[src/rtl/and_gate_dataflow.sv]
// ---------------------------------------------------------------------------
// and_gate_dataflow
//
// Parameterised bitwise two-input AND unit. Provides a purely combinational
// result plus a registered, valid-qualified copy with reduction flags, a
// population count and a saturating counter of all-ones captures.
//
// Parameters:
//   WIDTH  operand/result width (WIDTH=1 makes y a plain 2-input AND gate)
//   CNT_W  width of the saturating match-event counter
//
// Ports:
//   clk         rising-edge clock for all registered outputs
//   rst         asynchronous active-high reset, clears all registered state
//   a, b        operands
//   in_valid    qualifies a/b for the registered path
//   y           combinational a & b (independent of clk, rst, in_valid)
//   y_q         registered a & b, captured when in_valid=1
//   out_valid   y_q holds a result captured on the previous edge
//   all_ones_q  registered reduction-AND of the captured result
//   any_one_q   registered reduction-OR of the captured result
//   pop_q       registered count of 1-bits in the captured result
//   match_cnt   number of all-ones captures, saturating at all-ones
// ---------------------------------------------------------------------------
module and_gate_dataflow #(
    parameter int WIDTH = 1,
    parameter int CNT_W = 8,
    // Popcount width; never narrower than one bit.
    localparam int POP_W = ($clog2(WIDTH + 1) < 1) ? 1 : $clog2(WIDTH + 1)
) (
    input  logic             clk,
    input  logic             rst,
    input  logic [WIDTH-1:0] a,
    input  logic [WIDTH-1:0] b,
    input  logic             in_valid,
    output logic [WIDTH-1:0] y,
    output logic [WIDTH-1:0] y_q,
    output logic             out_valid,
    output logic             all_ones_q,
    output logic             any_one_q,
    output logic [POP_W-1:0] pop_q,
    output logic [CNT_W-1:0] match_cnt
);

    logic [WIDTH-1:0] w_y;
    logic             w_all_ones;
    logic             w_any_one;
    logic [POP_W-1:0] w_pop;
    logic             w_cnt_sat;

    // Running prefix sums of the set bits; the last entry is the popcount.
    logic [POP_W-1:0] w_psum [0:WIDTH];

    logic [WIDTH-1:0] r_y_q;
    logic             r_out_valid;
    logic             r_all_ones;
    logic             r_any_one;
    logic [POP_W-1:0] r_pop;
    logic [CNT_W-1:0] r_match_cnt;

    // Pure dataflow path: standard AND semantics, so 0 & X resolves to 0.
    assign w_y        = a & b;
    assign w_all_ones = &w_y;
    assign w_any_one  = |w_y;

    assign w_psum[0] = '0;
    generate
        for (genvar gi = 0; gi < WIDTH; gi++) begin : g_pop
            assign w_psum[gi+1] = w_psum[gi] + POP_W'(w_y[gi]);
        end
    endgenerate
    assign w_pop = w_psum[WIDTH];

    // Counter stops at all-ones and never wraps.
    assign w_cnt_sat = &r_match_cnt;

    always_ff @(posedge clk or posedge rst) begin
        if (rst) begin
            r_y_q       <= '0;
            r_out_valid <= 1'b0;
            r_all_ones  <= 1'b0;
            r_any_one   <= 1'b0;
            r_pop       <= '0;
            r_match_cnt <= '0;
        end else begin
            r_out_valid <= in_valid;
            if (in_valid) begin
                r_y_q      <= w_y;
                r_all_ones <= w_all_ones;
                r_any_one  <= w_any_one;
                r_pop      <= w_pop;
                if (w_all_ones && !w_cnt_sat) begin
                    r_match_cnt <= r_match_cnt + 1'b1;
                end
            end
        end
    end

    assign y          = w_y;
    assign y_q        = r_y_q;
    assign out_valid  = r_out_valid;
    assign all_ones_q = r_all_ones;
    assign any_one_q  = r_any_one;
    assign pop_q      = r_pop;
    assign match_cnt  = r_match_cnt;

endmodule

[config.mk]
export PLATFORM = sky130hd
export DESIGN_NAME = and_gate_dataflow
export DESIGN_NICKNAME = d
export VERILOG_FILES = /design/src/rtl/and_gate_dataflow.sv
export SDC_FILE = /design/constraint.sdc
export NUM_CORES = 1
export LEC_CHECK = 0
export ABC_AREA = 1
export CAP_MARGIN = 20
export CELL_PAD_IN_SITES_DETAIL_PLACEMENT = 1
export CELL_PAD_IN_SITES_GLOBAL_PLACEMENT = 1
export CORE_UTILIZATION = 33
export CTS_BUF_LIST = sky130_fd_sc_hd__clkbuf_8
export DETAILED_ROUTE_END_ITERATION = 7
export PLACE_DENSITY = 0.86
export SLEW_MARGIN = 20
export SYNTH_ARGS = -nofsm -noshare
export SYNTH_HDL_FRONTEND = slang
export SYNTH_SLANG_ARGS = --single-unit
[constraint.sdc]
create_clock -name clk -period 1.6 [get_ports clk]
set_clock_uncertainty 0.2 [all_clocks]
set_input_delay 0.48 -clock clk [delete_from_list [all_inputs] [get_ports clk]]
set_output_delay 0.48 -clock clk [all_outputs]
set_load 0.02 [all_outputs]
Word level (Yosys, flattened, before mapping)
Cells that the tools add are included.

Flip-flop bits (word level): 10. Bits of input ports: 5. Output and inout port bits: 14. Logic and storage cells: 9.

Add/subtract/negate cells: 1. Bitwise logic cells: 1. Reduce and logical (&&, ||, !) cells: 4.

Operators with widths (count): 8-bit by 1-bit adder with 8-bit output, second input constant (1); 8-bit AND reduction (1); 2-bit AND reduction (1); 1-bit AND (1); 1-bit logical AND (1); 1-bit logical NOT (1).

Depth between registers and ports, before layout
Gate-level depths: netlist of run 1.

Word-level depth: 4. Gate-level depth with buffers: 8. Mapped depth without buffers: 8.

Worst setup path before layout of run 1
No wires, ideal clock.

Path kind: reg-to-reg. Start: reg r_match_cnt[1], in the netlist match_cnt[1]. End: reg r_match_cnt[7], in the netlist match_cnt[7]. Library setup time: 0.117 ns. Arrival time: 1.208 ns. Required time: 1.283 ns. Path slack: 0.075 ns. Cell stages (with the launch flop): 9. Path buffers: 0. Period minus slack after synthesis: 1.525 ns. Cells stage by stage: dfrtp_1 ha_1 nand2_2 nor2_4 nand2_4 nand2_8 inv_4 nand2_1 nand2_1.

Cells in the longest elaborated chain, start to end: 4. Elaborated cells between the ends (all ways): 5. Classes of those cells: 1 x add/sub; 4 x reduce/logical.

Ends and longest elaborated chain: start: declaration (line 59) `logic [CNT_W-1:0] r_match_cnt;`; start signal: assignment (line 93) `r_match_cnt <= r_match_cnt + 1'b1;`; parallel branches: the longest is 4 deep, another holds 8-bit by 1-bit adder with 8-bit output.

Several ways; the timed one is not identified. A chain may end at the register's enable or synchronous reset.

Worst setup path in the final report of run 1
Start: reg r_out_valid, in the netlist out_valid. End: out out_valid.

RTL lines: start: declaration (line 55) `logic r_out_valid;`; start signal: assignment (line 86) `r_out_valid <= in_valid;`; end: declaration (line 38) `output logic out_valid,`.

No word-level cell between the ends.

==> results of run 1 <==
## registers in the layout, summed over array words and instances (netlist names)
register	count
match_cnt	8
out_valid	1
y_q	1
## routing by layer
| metal | track usage | vias to the layer above | wire length (microns) |
|---|---|---|---|
| li1 | - | 290 | - |
| met1 | 0.228 | 290 | 674 |
| met2 | 0.368 | 13 | 939 |
| met3 | 0.0367 | 2 | 50 |
| met4 | 0.0909 | 0 | 6 |
| met5 | 0 | - | 0 |
## layout make-up
class,instances,area (sq um),area share
Clock buffer,4,55.1,0.0609
Inverter,10,45.0,0.0499
Multi-Input combinational cell,54,304,0.337
Sequential cell,10,250,0.277
Tap cell,25,31.3,0.0346
Timing Repair Buffer,29,218,0.241
## logic make-up after synthesis
group,Yosys count,synth area share
and+or+nand+nor,48,0.400
buffers and inverters,13,0.105
adders and majority gates,1,0.0210
xor gates and xnor gates,2,0.0294
AOI/OAI and AO/OA,3,0.0251
DFF,10,0.419
## power by group
part           total [mW]  internal [mW]  switching [mW]
clock network       0.329          0.217           0.112
registers           0.322          0.296          0.0252
logic               0.399          0.171           0.229
## placed cells by master (no fill, tap or decap)
cell type         n
nand2_2           3
dfrtp_1          10
xor2_1            1
clkdlybuf4s15_1   4
dlymetal6s2s_1    1
nor2_1            4
o21ai_0           1
nand3b_1          1
inv_8             1
xnor2_1           1
nor2_4            3
inv_2             1
nor2_2            1
nand2_1          30
inv_1             8
buf_2             4
buf_6             1
nand2_4           1
clkdlybuf4s15_2   1
clkbuf_2          6
o21ai_1           2
clkbuf_8          4
ha_4              1
nand4_1           1
nand3_1           3
nand2_8           1
buf_4            11
clkdlybuf4s50_1   1
## stage by stage
step	TNS, ps	setup slack [ps]	utilization
finish	0	21.9	0.529
global route	0	1.12	0.529
CTS	0	3.46	0.535
detailed placement	-3500	-736	0.504
global placement	-2980	-708	0.504
floorplan	0	75.4	-
## how the worst min path moves through the flow
stage	start	end	slack, ps
after CTS	rst	y_q	330
after floorplan	rst	match_cnt[0]	120
after detailed placement	y_q	y_q	360
after global placement	y_q	y_q	330
after global routing	in_valid	out_valid	220
final	in_valid	out_valid	210
## timing repair
action | 4_1_cts | 5_1_grt
pin swaps | 1 | 5
endpoints found under the setup margin | 22 | 13
setup buffers | 2 | 0
resized for setup | 45 | 17
==> results.tsv, run 1 <==
stage	metric	value	unit
worst_setup_path	crit_family	flip-flops	
worst_setup_path	critPathSlowestCell	dfrtp_1	
worst_setup_path	startpoint	out_valid	
status	status	finished, violations left	
final_layout	nFillCells	217	
synth	synth_top_area_share	0.419	
synth	synth.distinct_cells	17	
sta	rsz0062_at_grt	no	
synth	ys_top_cells_by_count	nand2_1 (32), dfrtp_1 (10), inv_1 (9)	
worst_setup_path	crit_arrival	900	ps
synth	yosysTopAreaCell	dfrtp_1	
cts	cts_buffers	3	
floorplan	row_count	15	
grt	track_usage	0.203	
cts	cts.sinks	10	
sta	hold_ws	211	ps
worst_setup_path	max_stage_delay	360	ps
worst_setup_path	cp_cell_sequence	clkdlybuf4s15_1	
power	power_density	1160	nW/um^2
power	power	1.05	mW
worst_setup_path	cp-start-kind	register	
sta	setup_violations	0	
final_layout	stdcell_count	132	
run	drv_cap	0	
worst_setup_path	cp-endpoint	out_valid	
power	leakagePower	0.474	nW
grt	antenna_found_initial	0	
grt	grt_pass1_vias	625	
synth	yosys_warnings	0	
detailed_routing	ant_nets	0	
worst_setup_path	critPathKind	register to output port	
floorplan	core_area	1710	sq um
cts	cts-root-buf	clkbuf_8	
detailed_routing	routed_wl	1670	microns
worst_setup_path	crit_path_max_fanout	1	
floorplan	die_x	44.5	microns
detailed_routing	viasPerCell	4.51	
power	ir_drop	772	uV
sta	hold_violations	0	
synth	synthesis.nets	83	
cts	h-tree-depth	1	
worst_setup_path	r2r_end	match_cnt[7]	
grt	grt_pass1_wl	2780	microns
sta	slew_viol_final	0	
status	violations	DRC	
cts	hold_buffers	0	
worst_setup_path	path_depth	1	
worst_setup_path	reg2reg_from	match_cnt[0]	
cts	clkTransAtPathRegs	50	ps
detailed_routing	num_vias	595	
final_layout	final_area	903	sq um
synth	ys_ff_latch	10	
final_layout	drive_gt1_frac	0.364	
final_layout	diodes	0	
synth	synth_most_common_cell	nand2_1	
place	io_buffers	18	
sta	slew_headroom	0.733	
cts	clk_latency	240	ps
sta	max_freq	634	MHz
sta	period_minus_slack	1580	ps
grt	gr-total-overflow	0	
place	place_congestion	0.749	
floorplan	pin_count	19	
grt	grt_max_degree	11	
detailed_routing	drtIter0Drc	9	
synth	synthArstFlopShare	1.00	
worst_setup_path	required	920	ps
cts	cts_tree	done	
synth	syn_area_per_cell	7.75	sq um
synth	syn_area	597	sq um
worst_setup_path	end_kind	output port	
detailed_routing	drc	1	
final_layout	area_growth	51.4	%
min_path	hold_path_depth	1	
synth	netlist_top_cells_area	dfrtp_1 (42%), nand2_1 (20%), inv_1 (5.7%)	
cts	cts_buffer_depth	2	
synth	seq_area_frac_synth	0.419	
worst_setup_path	cp.buffers_inverters	1	
floorplan	dieHeight	44.5	microns
place	placed_area	861	sq um
synth	synth_edf_count	0	
min_path	hold_class	input port to register	
place	dp_hpwl	1280	microns
floorplan	dieArea	1980	sq um
worst_setup_path	r2r_cells	9	
synth	netlist_instances	77	
worst_setup_path	reg2reg_slack	110	ps
place	dp.cells	127	
sta	final.period_utilization	0.986	
final_layout	fin_nets	114	
synth	ys.flop_type	dfrtp_1	
floorplan	start_util	0.349	
detailed_routing	first_pass_iters	5	
detailed_routing	wire_per_inst	12.7	microns
sta	tightest_slew	400	ps
No activity file was read; power rests on OpenSTA's default activity.
==> run 2: changes to the inputs <==
--- a/config.mk
+++ b/config.mk
@@ -6,6 +6,7 @@
 export NUM_CORES = 1
 export LEC_CHECK = 0
 export ABC_AREA = 1
+export ABC_CLOCK_PERIOD_IN_PS = 1600
 export CAP_MARGIN = 20
 export CELL_PAD_IN_SITES_DETAIL_PLACEMENT = 1
 export CELL_PAD_IN_SITES_GLOBAL_PLACEMENT = 1
==> results of run 2 <==
Same layout as run 1: the final DEF is identical, and so are final timing and power.
==> run 3: changes to the inputs <==
--- a/config.mk
+++ b/config.mk
@@ -14,6 +14,7 @@
 export CTS_BUF_LIST = sky130_fd_sc_hd__clkbuf_8
 export DETAILED_ROUTE_END_ITERATION = 7
 export PLACE_DENSITY = 0.86
+export REMOVE_ABC_BUFFERS = 1
 export SLEW_MARGIN = 20
 export SYNTH_ARGS = -nofsm -noshare
 export SYNTH_HDL_FRONTEND = slang
==> run 3 against run 2 <==
Compared with the run above:
- the flow now finishes without violations
- die area unchanged
- critical path depth unchanged
- cell area down 3.2%
- critical path type unchanged
==> results.tsv, run 3 (synthesis results as in run 1) <==
stage	metric	value	unit	change
status	status	completed		was finished, violations left
grt	grt_pass1_wl	2520	microns	was 2780 microns
sta	period_minus_slack	1580	ps	about the same
detailed_routing	drtIter0Drc	5		was 9
worst_setup_path	cp_cell_sequence	clkdlybuf4s15_1		unchanged
place	dp_hpwl	1250	microns	was 1280 microns
sta	hold_ws	341	ps	was 211 ps
sta	max_freq	633	MHz	was 634 MHz
sta	setup_tns	0	ps	unchanged
cts	cts_buffer_depth	2		unchanged
final_layout	largest_reg_flops	8		unchanged
detailed_routing	ant_nets	0		unchanged
power	power_density	1120	nW/um^2	was 1160 nW/um^2
detailed_routing	drt-met1-wl	693	microns	was 674 microns
floorplan	row_count	15		unchanged
final_layout	final_cell_mix	nand2_1 (32), dfrtp_1 (10), buf_4 (10), inv_1 (9)		was nand2_1 (30), buf_4 (11), dfrtp_1 (10), inv_1 (8), clkbuf_2 (6)
detailed_routing	highest_layer	met4		unchanged
power	leakagePower	0.450	nW	was 0.474 nW
sta	final.period_utilization	0.988		was 0.986
detailed_routing	met3_length	38	microns	was 50 microns
detailed_routing	wire_per_inst	12.3	microns	was 12.7 microns
grt	gr-total-overflow	0		unchanged
final_layout	nFillCells	221		was 217
place	io_buffers	18		unchanged
sta	hold_violations	0		unchanged
final_layout	fin_nets	113		was 114
grt	grt_max_degree	11		unchanged
floorplan	core_area	1710	sq um	unchanged
run	drv_cap	0		unchanged
final_layout	multiInputGateArea	299	sq um	was 304 sq um
sta	slew_viol_final	0		unchanged
cts	post-cts-setup-buffer-count	0		was 2
cts	cts.sinks	10		unchanged
cts	cts-root-buf	clkbuf_8		unchanged
cts	clk_latency	240	ps	about the same
worst_setup_path	crit_arrival	900	ps	about the same
cts	clkTransAtPathRegs	50	ps	about the same
cts	cts_buffers	3		unchanged
worst_setup_path	crit_path_max_fanout	2		was 1
worst_setup_path	reg2reg_slack	90	ps	was 110 ps
final_layout	diodes	0		unchanged
cts	hold_buffers	0		unchanged
floorplan	die_x	44.5	microns	unchanged
worst_setup_path	cp.buffers_inverters	1		unchanged
worst_setup_path	crit_family	flip-flops		unchanged
grt	antenna_found_initial	0		unchanged
worst_setup_path	critPathSlowestCell	dfrtp_1		unchanged
min_path	hold_class	input port to asynchronous set/reset pin		was input port to register
worst_setup_path	reg2reg_from	match_cnt[0]		unchanged
worst_setup_path	max_stage_delay	370	ps	was 360 ps
final_layout	drive_gt1_frac	0.314		was 0.364
final_layout	final_common_cell	nand2_1		unchanged
final_layout	area_growth	46.5	%	was 51.4%
worst_setup_path	cp-start-kind	register		unchanged
detailed_routing	route.met2.wl	825	microns	was 939 microns
detailed_routing	routed_wl	1600	microns	was 1670 microns
worst_setup_path	required	920	ps	about the same
cts	cts_tree	done		unchanged
worst_setup_path	r2r_cells	9		unchanged
final_layout	regArea	250	sq um	unchanged
detailed_routing	viasPerCell	4.48		was 4.51
sta	slew_headroom	0.715		was 0.733
cts	h-tree-depth	1		unchanged
floorplan	dieArea	1980	sq um	unchanged
floorplan	dieHeight	44.5	microns	unchanged
floorplan	start_util	0.349		unchanged
power	ir_drop	639	uV	was 772 uV
grt	grt_pass1_vias	607		was 625
detailed_routing	num_vias	582		was 595
floorplan	pin_count	19		unchanged
detailed_routing	first_pass_iters	3		was 5
place	place_congestion	0.773		was 0.749
grt	track_usage	0.182		was 0.203
sta	setup_violations	0		unchanged
worst_setup_path	critPathKind	register to output port		unchanged
worst_setup_path	r2r_end	match_cnt[7]		unchanged
detailed_routing	drc	0		was 1
worst_setup_path	end_kind	output port		unchanged
sta	tightest_slew	428	ps	was 400 ps
run 3: cell type report:
type | count | share of cell area
inverters | 10 | 0.0458
repair buffers | 28 | 0.243
clock buffers | 3 | 0.0472
multi-input cells | 54 | 0.342
well taps | 25 | 0.0358
flip-flops and latches | 10 | 0.286
run 3: worst reg2reg max path, stage by stage (launching register included):
cell,delay (ps)
dfrtp_1,350
buf_4,140
ha_4,140
nand2_2,80
nor2_4,150
nand2_4,90
nand2_8,90
inv_4,50
nand2_1,60
nand2_1,40
run 3: through the flow:
stage | power (mW) | instance area, sq um | instances | util | worst slack [ps]
global placement | 0.717 | 861 | 127 | 0.504 | -707
finish | 0.979 | 875 | 130 | 0.512 | 19.3
detailed placement | 0.737 | 861 | 127 | 0.504 | -759
floorplan | 0.525 | 574 | 74 | - | 75.4
CTS | 0.985 | 883 | 130 | 0.517 | 1.40
global route | 1.02 | 875 | 130 | 0.512 | -6.11
run 3: worst max-delay path by stage:
stage,startpoint,endpoint,slack [ps],depth (start not counted)
floorplan,match_cnt[1],match_cnt[7],80,8
global placement,a,y,-710,4
detailed placement,b,y,-760,4
CTS,match_cnt[3],match_cnt[3],1,1
global route,in_valid,match_cnt[2],-6,6
finish,match_cnt[5],match_cnt[5],20,1
run 3: timing repair:
action | in CTS | in global routing
setup endpoints to repair | 22 | 13
pin swaps | 1 | 3
resized for setup | 44 | 9
endpoints found under the hold margin | 0 | 0
run 3: metal layers:
metal,track usage,up-vias
met5,0,-
met4,0.152,0
met3,0.0367,5
met2,0.276,10
met1,0.221,281
li1,-,286
run 3: power breakdown:
part / internal [mW] / leakage, nW / switching, mW / total [mW]
registers: 0.297 / 0.132 / 0.0251 / 0.322
logic: 0.164 / 0.297 / 0.223 / 0.386
clock network: 0.165 / 0.0216 / 0.105 / 0.271
